### config.mk
export PLATFORM = sky130hd
export DESIGN_NAME = uart_tx_fifo
export DESIGN_NICKNAME = d
export VERILOG_FILES = /design/src/rtl/riscv_uart_pkg.sv /design/src/rtl/sync_fifo.sv /design/src/rtl/uart_tx_fifo.sv
export SDC_FILE = /design/constraint.sdc
export NUM_CORES = 1
export LEC_CHECK = 0
export CAP_MARGIN = 5
export CORE_MARGIN = 2
export CORE_UTILIZATION = 35
export CTS_CLUSTER_DIAMETER = 80
export DETAILED_ROUTE_END_ITERATION = 16
export PLACE_DENSITY = 0.49
export RECOVER_POWER = 100
export SKIP_LAST_GASP = 1
export SLEW_MARGIN = 20
export SYNTH_ARGS = -nofsm -noshare
export SYNTH_HDL_FRONTEND = slang
export SYNTH_SLANG_ARGS = --single-unit
export TNS_END_PERCENT = 100
### constraint.sdc
create_clock -name sys_clk -period 5.4 [get_ports sys_clk]
set_input_delay 1.08 -clock sys_clk [delete_from_list [all_inputs] [get_ports sys_clk]]
set_output_delay 1.08 -clock sys_clk [all_outputs]
set_load 0.05 [all_outputs]
### src/rtl/riscv_uart_pkg.sv
// Shared UART definitions: transmitter FSM encoding, frame constants and
// elaboration-time helpers for baud-rate and FIFO sizing.
package riscv_uart_pkg;

    typedef enum logic [2:0] {
        IDLE,
        START,
        DATA,
        PARITY,
        STOP
    } uart_tx_state_t;

    localparam int UART_DATA_BITS  = 8;
    localparam int UART_FRAME_BITS = 11;  // start + 8 data + parity + stop

    // Clock cycles per line bit, integer truncation.
    function automatic int clks_per_bit(input longint freq, input longint baud);
        return int'(freq / baud);
    endfunction

    // True when n is a positive power of two.
    function automatic bit is_pow2(input int n);
        return (n > 0) && ((n & (n - 1)) == 0);
    endfunction

endpackage

### src/rtl/sync_fifo.sv
// Single-clock FIFO. Full/empty come from the occupancy counter so the
// pointers can wrap freely modulo DEPTH. A push at full is accepted only
// when a pop happens in the same cycle, because the pop frees the slot.
module sync_fifo #(
    parameter int WIDTH = 8,
    parameter int DEPTH = 16
) (
    input  logic                     clk_i,
    input  logic                     rst_ni,
    input  logic                     push_i,
    input  logic [WIDTH-1:0]         data_i,
    input  logic                     pop_i,
    output logic [WIDTH-1:0]         data_o,
    output logic                     full_o,
    output logic                     empty_o,
    output logic [$clog2(DEPTH):0]   count_o
);

    localparam int AW = $clog2(DEPTH);

    logic [WIDTH-1:0] mem_q [DEPTH];
    logic [AW-1:0]    wr_ptr_q, wr_ptr_d;
    logic [AW-1:0]    rd_ptr_q, rd_ptr_d;
    logic [AW:0]      count_q, count_d;
    logic             do_push;
    logic             do_pop;

    assign full_o  = (count_q == (AW + 1)'(DEPTH));
    assign empty_o = (count_q == '0);
    assign count_o = count_q;
    assign data_o  = mem_q[rd_ptr_q];

    assign do_pop  = pop_i && !empty_o;
    assign do_push = push_i && (!full_o || do_pop);

    // Next-state pointers and occupancy.
    always_comb begin
        wr_ptr_d = wr_ptr_q;
        rd_ptr_d = rd_ptr_q;
        count_d  = count_q;
        if (do_push) begin
            wr_ptr_d = wr_ptr_q + AW'(1);
        end
        if (do_pop) begin
            rd_ptr_d = rd_ptr_q + AW'(1);
        end
        case ({do_push, do_pop})
            2'b10:   count_d = count_q + (AW + 1)'(1);
            2'b01:   count_d = count_q - (AW + 1)'(1);
            default: count_d = count_q;
        endcase
    end

    // Pointer and counter registers.
    always_ff @(posedge clk_i or negedge rst_ni) begin
        if (!rst_ni) begin
            wr_ptr_q <= '0;
            rd_ptr_q <= '0;
            count_q  <= '0;
        end else begin
            wr_ptr_q <= wr_ptr_d;
            rd_ptr_q <= rd_ptr_d;
            count_q  <= count_d;
        end
    end

    // Storage array; contents are don't-care until written.
    always_ff @(posedge clk_i) begin
        if (do_push) begin
            mem_q[wr_ptr_q] <= data_i;
        end
    end

endmodule

### src/rtl/uart_tx_fifo.sv
// Buffered UART transmitter: 8 data bits LSB first, even parity, one stop.
// The line flop follows the FSM state with one cycle of lag, so a byte
// pushed into an empty FIFO reaches the line two edges after the push.
// Valid/ready: a byte is taken on a rising edge where tx_valid && tx_ready;
// tx_ready is !full of the registered count, and tx_valid while full is
// dropped.
module uart_tx_fifo
    import riscv_uart_pkg::*;
#(
    parameter int CLK_FREQ_HZ   = 70_000_000,
    parameter int UART_BAUDRATE = 1_000_000,
    parameter int FIFO_DEPTH    = 16
) (
    input  logic                          sys_clk,
    input  logic                          sys_rstn,
    input  logic [UART_DATA_BITS-1:0]     tx_data,
    input  logic                          tx_valid,
    output logic                          tx_ready,
    output logic                          tx_busy,
    output logic [$clog2(FIFO_DEPTH):0]   fifo_count,
    output logic                          uart_rxd_out,
    output uart_tx_state_t                dbg_state_o
);

    localparam int CPB   = clks_per_bit(CLK_FREQ_HZ, UART_BAUDRATE);
    localparam int CNT_W = (CPB < 2) ? 1 : $clog2(CPB);
    localparam int BIT_W = $clog2(UART_DATA_BITS);

    if (CPB < 2) begin : g_bad_cpb
        $fatal(1, "uart_tx_fifo: CLKS_PER_BIT must be at least 2");
    end
    if (!is_pow2(FIFO_DEPTH) || FIFO_DEPTH < 2) begin : g_bad_depth
        $fatal(1, "uart_tx_fifo: FIFO_DEPTH must be a power of 2 and >= 2");
    end

    uart_tx_state_t              state_q, state_d;
    logic [CNT_W-1:0]            baud_q, baud_d;
    logic [BIT_W-1:0]            bit_q, bit_d;
    logic [UART_DATA_BITS-1:0]   shreg_q, shreg_d;
    logic                        par_q, par_d;
    logic                        line_q, line_d;
    logic                        busy_q, busy_d;

    logic                        fifo_push;
    logic                        fifo_pop;
    logic [UART_DATA_BITS-1:0]   fifo_head;
    logic                        fifo_full;
    logic                        fifo_empty;
    logic                        baud_done;

    assign tx_ready     = !fifo_full;
    assign fifo_push    = tx_valid && tx_ready;
    assign baud_done    = (baud_q == CNT_W'(CPB - 1));
    assign uart_rxd_out = line_q;
    assign tx_busy      = busy_q;
    assign dbg_state_o  = state_q;

    sync_fifo #(
        .WIDTH (UART_DATA_BITS),
        .DEPTH (FIFO_DEPTH)
    ) u_fifo (
        .clk_i   (sys_clk),
        .rst_ni  (sys_rstn),
        .push_i  (fifo_push),
        .data_i  (tx_data),
        .pop_i   (fifo_pop),
        .data_o  (fifo_head),
        .full_o  (fifo_full),
        .empty_o (fifo_empty),
        .count_o (fifo_count)
    );

    // Next-state, baud timing, shift/parity load and line value.
    always_comb begin
        state_d  = state_q;
        baud_d   = baud_q + CNT_W'(1);
        bit_d    = bit_q;
        shreg_d  = shreg_q;
        par_d    = par_q;
        fifo_pop = 1'b0;
        line_d   = 1'b1;
        // Busy mirrors the frame on the line, lagging state like line_q.
        busy_d   = (state_q != IDLE);

        case (state_q)
            IDLE: begin
                baud_d = '0;
                if (!fifo_empty) begin
                    fifo_pop = 1'b1;
                    shreg_d  = fifo_head;
                    par_d    = ^fifo_head;
                    state_d  = START;
                end
            end
            START: begin
                line_d = 1'b0;
                if (baud_done) begin
                    baud_d  = '0;
                    bit_d   = '0;
                    state_d = DATA;
                end
            end
            DATA: begin
                line_d = shreg_q[0];
                if (baud_done) begin
                    baud_d  = '0;
                    shreg_d = shreg_q >> 1;
                    bit_d   = bit_q + BIT_W'(1);
                    if (bit_q == BIT_W'(UART_DATA_BITS - 1)) begin
                        state_d = PARITY;
                    end
                end
            end
            PARITY: begin
                line_d = par_q;
                if (baud_done) begin
                    baud_d  = '0;
                    state_d = STOP;
                end
            end
            STOP: begin
                line_d = 1'b1;
                if (baud_done) begin
                    baud_d = '0;
                    // Chain straight into the next frame with no idle gap.
                    if (!fifo_empty) begin
                        fifo_pop = 1'b1;
                        shreg_d  = fifo_head;
                        par_d    = ^fifo_head;
                        state_d  = START;
                    end else begin
                        state_d = IDLE;
                    end
                end
            end
            default: begin
                baud_d  = '0;
                state_d = IDLE;
            end
        endcase
    end

    // FSM, counters, shift register and registered line output.
    always_ff @(posedge sys_clk or negedge sys_rstn) begin
        if (!sys_rstn) begin
            state_q <= IDLE;
            baud_q  <= '0;
            bit_q   <= '0;
            shreg_q <= '0;
            par_q   <= 1'b0;
            line_q  <= 1'b1;
            busy_q  <= 1'b0;
        end else begin
            state_q <= state_d;
            baud_q  <= baud_d;
            bit_q   <= bit_d;
            shreg_q <= shreg_d;
            par_q   <= par_d;
            line_q  <= line_d;
            busy_q  <= busy_d;
        end
    end

endmodule
**After elaboration in Yosys (flattened, before gate mapping)**

Memories as Yosys holds them, arrays and structs flattened.
Cells that the tools add are included.

- Add/sub/neg operators: 6
- Reductions and logical operators: 19
- Multiplexer cells: 27
- Equality and inequality tests: 15

Operators by type and width:

| kind | number |
|---|---|
| $mux 3 | 8 |
| $mux 8 | 3 |
| $pmux 8 s3 | 1 |
| $pmux 3 s5 | 1 |
| $mux 7 | 2 |
| $ne 2x2->1 const B | 6 |
| $pmux 5 s2 | 1 |
| $add 4x1->4 const B | 2 |
| $reduce_xor 8->1 | 1 |
| $add 7x1->7 const B | 1 |
| $eq 7x7->1 const B | 1 |
| $mux 1 | 7 |
| $eq 3x2->1 const B | 2 |
| $eq 3x3->1 const B | 2 |
| $pmux 3 s2 | 1 |
| $reduce_and 3->1 | 2 |
| $reduce_and 6->1 | 1 |
| $reduce_bool 2->1 | 3 |
| $reduce_bool 3->1 | 2 |
| $add 5x1->5 const B | 1 |
| $eq 5x5->1 const B | 1 |
| $logic_not 5->1 | 1 |
| $sub 5x1->5 const B | 1 |
| $pmux 1 s2 | 2 |
| 11 further kinds | 14 |

- Register bits: 37
- Memories kept: 1
- Output and inout port bits: 11
- Bits in writable memories: 128
- Word-level logic and storage cells: 78

Memories:

| name | depth | width | read ports | clocked after Yosys merged registers in | write ports | line | RTL |
|---|---|---|---|---|---|---|---|
| u_fifo.mem_q | 16 | 8 | 1 | 0 | 1 | sync_fifo.sv:21 | `logic [WIDTH-1:0] mem_q [DEPTH];` |

**Depth between registers and ports, before layout**

- Depth in word-level cells: 9
- Depth in mapped cells: 14
- Gate-level depth less buffers: 14

**Cells and area by module**

From an unflattened synthesis, not the netlist that was laid out.

- Cell total of the unflattened synthesis: 415
- Area, all modules: 7070.5 um^2

By module, submodules not included:

| module | sequential area each (um^2) | instances | area an instance (um^2) | cells each |
|---|---|---|---|---|
| sync_fifo | 4169.0 | 1 | 5774.3 | 301 |
| uart_tx_fifo | 601.8 | 1 | 1296.2 | 114 |

**Least setup slack after synthesis**

No wires, ideal clock.

- Path kind: reg-to-reg
- Start: register u_fifo.count_q[0], in the netlist u_fifo.count_o[0]
- End: register u_fifo.count_q[4], in the netlist u_fifo.count_o[4]
- Slack: 2167 ps
- Data required time: 5255 ps
- Cell stages (with the launch flop): 13
- Arrival: 3088 ps
- Path buffers: 1
- Clock period less this slack: 3233 ps
- Cell sequence: dfrtp_1 nor4_1 nand2_1 and2_1 clkbuf_1 inv_1 ha_1 ha_1 a21o_1 a21oi_1 xor2_1 nor2_1 xor2_1

- Elaborated cells between the ends (all ways): 17
- Those cells by class: add/sub: 2; eq/ne: 3; mux: 4; reduce/logical: 8

RTL lines:

| what | line | RTL |
|---|---|---|
| start, declared | sync_fifo.sv:24 | `logic [AW:0] count_q, count_d;` |
| start signal, assigned | sync_fifo.sv:63 | `count_q <= count_d;` |
| $eq 5x5->1 * | sync_fifo.sv:28 | `assign full_o = (count_q == (AW + 1)'(DEPTH));` |
| $logic_not 1->1 * | uart_tx_fifo.sv:51 | `assign tx_ready = !fifo_full;` |
| named net tx_ready | uart_tx_fifo.sv:18 | `output logic tx_ready,` |
| $logic_and 1x1->1 / $logic_or 1x1->1 (equally long branches) | uart_tx_fifo.sv:52, sync_fifo.sv:34 |  |
| $logic_and 1x1->1 * | sync_fifo.sv:34 | `assign do_push = push_i && (!full_o \|\| do_pop);` |
| $eq 2x1->1 / $eq 2x2->1 (equally long branches) | sync_fifo.sv:47 | `case ({do_push, do_pop})` |
| $pmux 5 s2 / $reduce_bool 2->1 (equally long branches) | - |  |

Mark *: on every way through the listed nets, which the timed path passes. The rest lies on a longest branch.
A chain may end at the register's enable or synchronous reset.

**Worst setup path in the final report**

- Start: register u_fifo.rd_ptr_q[0]
- End: register par_q

- Cells in the longest elaborated chain, start to end: 5

RTL lines:

| what | line | RTL |
|---|---|---|
| start, declared | sync_fifo.sv:23 | `logic [AW-1:0] rd_ptr_q, rd_ptr_d;` |
| start signal, assigned | sync_fifo.sv:62 | `rd_ptr_q <= rd_ptr_d;` |
| $mem_v2 16x8 * | - |  |
| $reduce_xor 8->1 * | uart_tx_fifo.sv:91, uart_tx_fifo.sv:129 |  |
| $mux 1 * | uart_tx_fifo.sv:88, uart_tx_fifo.sv:126 |  |
| $mux 1 | uart_tx_fifo.sv:123 | `if (baud_done) begin` |
| $pmux 1 s2 * | uart_tx_fifo.sv:85 | `case (state_q)` |
| end signal, assigned | uart_tx_fifo.sv:158 | `par_q <= par_d;` |
| end, declared | uart_tx_fifo.sv:40 | `logic par_q, par_d;` |

Mark *: on every way between the ends. The rest lies on a longest branch, timed or not. The select of a mux whose other input is x is not followed.

==> results by group <==
Placement
  – Routability cong.: between 0.7 and 0.8
  – Pre-CTS setup slack: around 1.9 ns
  – Cell total after placement: about 660
  – # port buffers: 21
  – Detailed placement HPWL: 8827 um

Power and ir drop
  – Cell area power density: between 500 and 600 nW/um^2
  – Max VDD drop: around 210 uV
  – P_leak: ~2.9 nW

Worst hold path
  – WHS Path Cells: 1
  – Hold WC Path Type: flip-flop to flip-flop

GRT
  – First-pass GRT wire length: between 20,000 and 25,000 um
  – Total GRT Usage: between 10% and 20%
  – Initial antenna violation count: 0
  – Largest net degree at the start of global routing: 38
  – GRT overflow: 0
  – Vias in the first global route: around 3,500

Yosys
  – Mapped Avg Cell Area: roughly 18 sq um
  – Top cells by area, synth: edfxtp_1, dfrtp_1, mux4_1
  – Share of the synthesized area in the top cell type: around 55%
  – Register area share after synthesis: between 60% and 70%
  – Synth cell types: 45
  – EDFF count, synth: roughly 130
  – Yosys top cell by area: edfxtp_1
  – Async SR Flop Fraction: between 20 and 25%
  – Yosys warning total: 0
  – Synth Cell Area: around 7000 sq um
  – Prevailing post-synth register cell: edfxtp_1
  – Post-Syn Instances: 393
  – Seq cells post-synth: 165
  – Synthesized Nets: between 400 and 500

Setup path
  – R2r setup slk: 1.32 ns
  – Worst path required time: 5.71 ns
  – CP most frequent cell: xnor2_2
  – CP max stage delay: around 1.4 ns
  – Worst r2r src: u_fifo.rd_ptr_q[0]
  – CP arrival: around 4.4 ns
  – R2r worst-path depth: 7
  – CP Capture Type: flip-flop
  – CP endpoint: par_q
  – Critical path type: flip-flop to flip-flop
  – Slowest stage cell, crit path: dfrtp_1
  – Worst Setup SP: u_fifo.rd_ptr_q[0]
  – RR Endpoint: par_q
  – CP max FO: 26
  – Crit-path cells: clkbuf_1 -> mux4_1 -> mux4_2 -> xnor2_2 -> xnor2_2 -> xnor2_1 -> mux2_1
  – Worst setup SP type: flip-flop

Clock tree
  – Clk slew on worst S/H paths: 0.07 ns
  – CTS Buf Count: 17
  – TritonCTS Sinks: roughly 170
  – CTS tree: done
  – Clk root buf: clkbuf_16
  – Worst skew pair latency: around 0.43 ns
  – Post-CTS setup buffer count: 0
  – CTS Hold Bufs: 0
  – H-Tree Depth: 4
  – Bufs on Longest Clock Path: 2
  – Post-cts sizing count: 0

Cells and area
  – Non-filler instance count after layout: slightly below 700
  – Area grow syn2layout: 14.25%
  – # diodes: 0
  – Layout fillers: 1,789
  – Layout Utilization: between 40 and 50%
  – Share of layout cells above drive strength 1: 13.23%
  – Commonest non-fill, non-tap cells in the layout: edfxtp_1, dfrtp_1, mux4_1
  – Final net count: 443
  – Commonest non-fill, non-tap cell in the layout: edfxtp_1

STA
  – Max Slew Vio Count: 65
  – Fin Clk Skew: roughly 0.011 ns
  – Setup violators final: 0
  – Relative slew margins: -36.63%
  – RSZ-0062 raised after global routing: no
  – Worst setup margin: approximately 1.3 ns
  – Setup TNS: 0 ns
  – Final hold vios: 0
  – Fmax: 245.3 MHz
  – Fin crit period: 4.077 ns
  – Tightest Pin Transition: ~2.0 ns
  – Fin crit share: 75.50%

Floorplan
  – Die area: about 21,000 sq um
  – Initial core utilization: roughly 36%
  – Die width: around 150 um
  – I/O pins: 22
  – FP Rows: 51
  – Core Area: around 20,000 sq um
  – Die Span Y: roughly 150 um

Routing
  – Iter 0 DRT Violations: 150
  – DR vias: between 3,000 and 4,000
  – Antenna Violating Nets Remaining: 0
  – DR WL/cell: between 15 and 20 um
  – Routed vias/inst: approximately 4.9
  – Drt pass-1 iters: 6
  – WL final: between 10,000 and 15,000 um
  – Number of remaining DRC errors: 0

Status
  – Status: finished with violations
  – Failing checks: max-capacitance violations, max-slew violations

Job
  – Max-cap violation count: 2
==> kinds of logic (layout without fill, tap and decap cells) <==
logic type	Yosys count	count (layout)	share of synthesized area, %
flip-flops	165	165	68.10
AND/OR/NAND/NOR	84	84	5.465
multiplexers	52	52	15.40
AO/OA/AOI/OAI	32	32	3.072
XOR/XNOR	23	23	3.286
buffers and inverters	23	61	2.072
adder cells (fa/ha/maj)	14	14	2.608
==> cell usage after synthesis (2+ instances only) <==
| cell type | n |
|---|---|
| clkbuf_1 | 10 |
| nor3_1 | 4 |
| and2_1 | 4 |
| mux4_1 | 29 |
| xnor2_2 | 2 |
| o21ai_0 | 10 |
| ha_1 | 13 |
| xor2_1 | 7 |
| a22oi_1 | 8 |
| inv_1 | 5 |
| dfrtp_1 | 36 |
| mux2i_1 | 2 |
| nor2_1 | 28 |
| a21o_1 | 3 |
| buf_12 | 3 |
| a21oi_1 | 2 |
| buf_1 | 2 |
| nor2b_1 | 3 |
| buf_2 | 2 |
| nand2b_1 | 4 |
| mux4_2 | 5 |
| edfxtp_1 | 128 |
| or3_1 | 2 |
| mux2_2 | 15 |
| nand3_1 | 4 |
| xnor2_1 | 13 |
| a22o_1 | 4 |
| nand2_1 | 28 |
==> cell type report <==
cell class | count | area (sq um) | area share (%)
clock buffers | 17 | 425.4 | 5.315
clock inverters | 15 | 160.2 | 2.001
inverters | 5 | 18.77 | 0.2345
multi-input cells | 205 | 2081 | 26.00
flip-flops and latches | 165 | 4772 | 59.62
well taps | 265 | 331.6 | 4.143
repair buffers | 24 | 215.2 | 2.689
==> how the worst min path moves through the flow <==
stage,start,to,slack [ns]
4_1_cts,baud_q[0],baud_q[0],0.49
6_report,baud_q[0],baud_q[0],0.49
2_1_floorplan,baud_q[0],baud_q[0],0.45
3_5_place_dp,baud_q[0],baud_q[0],0.49
3_3_place_gp,baud_q[0],baud_q[0],0.48
5_1_grt,baud_q[0],baud_q[0],0.53
==> metal layers <==
layer	up-vias	share of wire, %	track usage [%]	wire (um)
met1	1756	47	18.53	6474
met5	-	0	0	0
met4	0	1.2	4.265	172
met3	14	3.4	3.730	466
li1	1594	-	-	-
met2	58	48	21.85	6661
==> power by group <==
part | leakage, nW | internal (mW) | total, mW | switching, mW
clock | 0.282 | 0.618 | 1.18 | 0.561
combinational | 0.976 | 0.659 | 1.28 | 0.626
sequential | 1.61 | 1.58 | 1.83 | 0.245
==> state kept, by name, indices dropped and copies added, names as in the netlist, 3 cells and up <==
register	cells
baud_q	7
bit_q	3
u_fifo.mem_q	128
u_fifo.wr_ptr_q	4
u_fifo.rd_ptr_q	4
u_fifo.count_o	5
dbg_state_o	3
shreg_q	8
==> worst max-delay path, delay by kind of cell, from the launching register on <==
kind	cells	cell delay (ns)
muxes	3	1.50
buffers and inverters	1	0.64
xor gates and xnor gates	3	0.44
DFF	1	1.37
==> stage by stage <==
step                      total power, mW  hold WS (ns)  area (sq um)
final                               4.289        0.4937          8004
after global routing                4.529        0.5261          8004
after CTS                           4.378        0.4949          8036
after detailed placement            3.193        0.4859          7451
after global placement              3.166        0.4771          7441
after floorplan                     2.853        0.4535          7005
(Power assumes the default switching activity.)
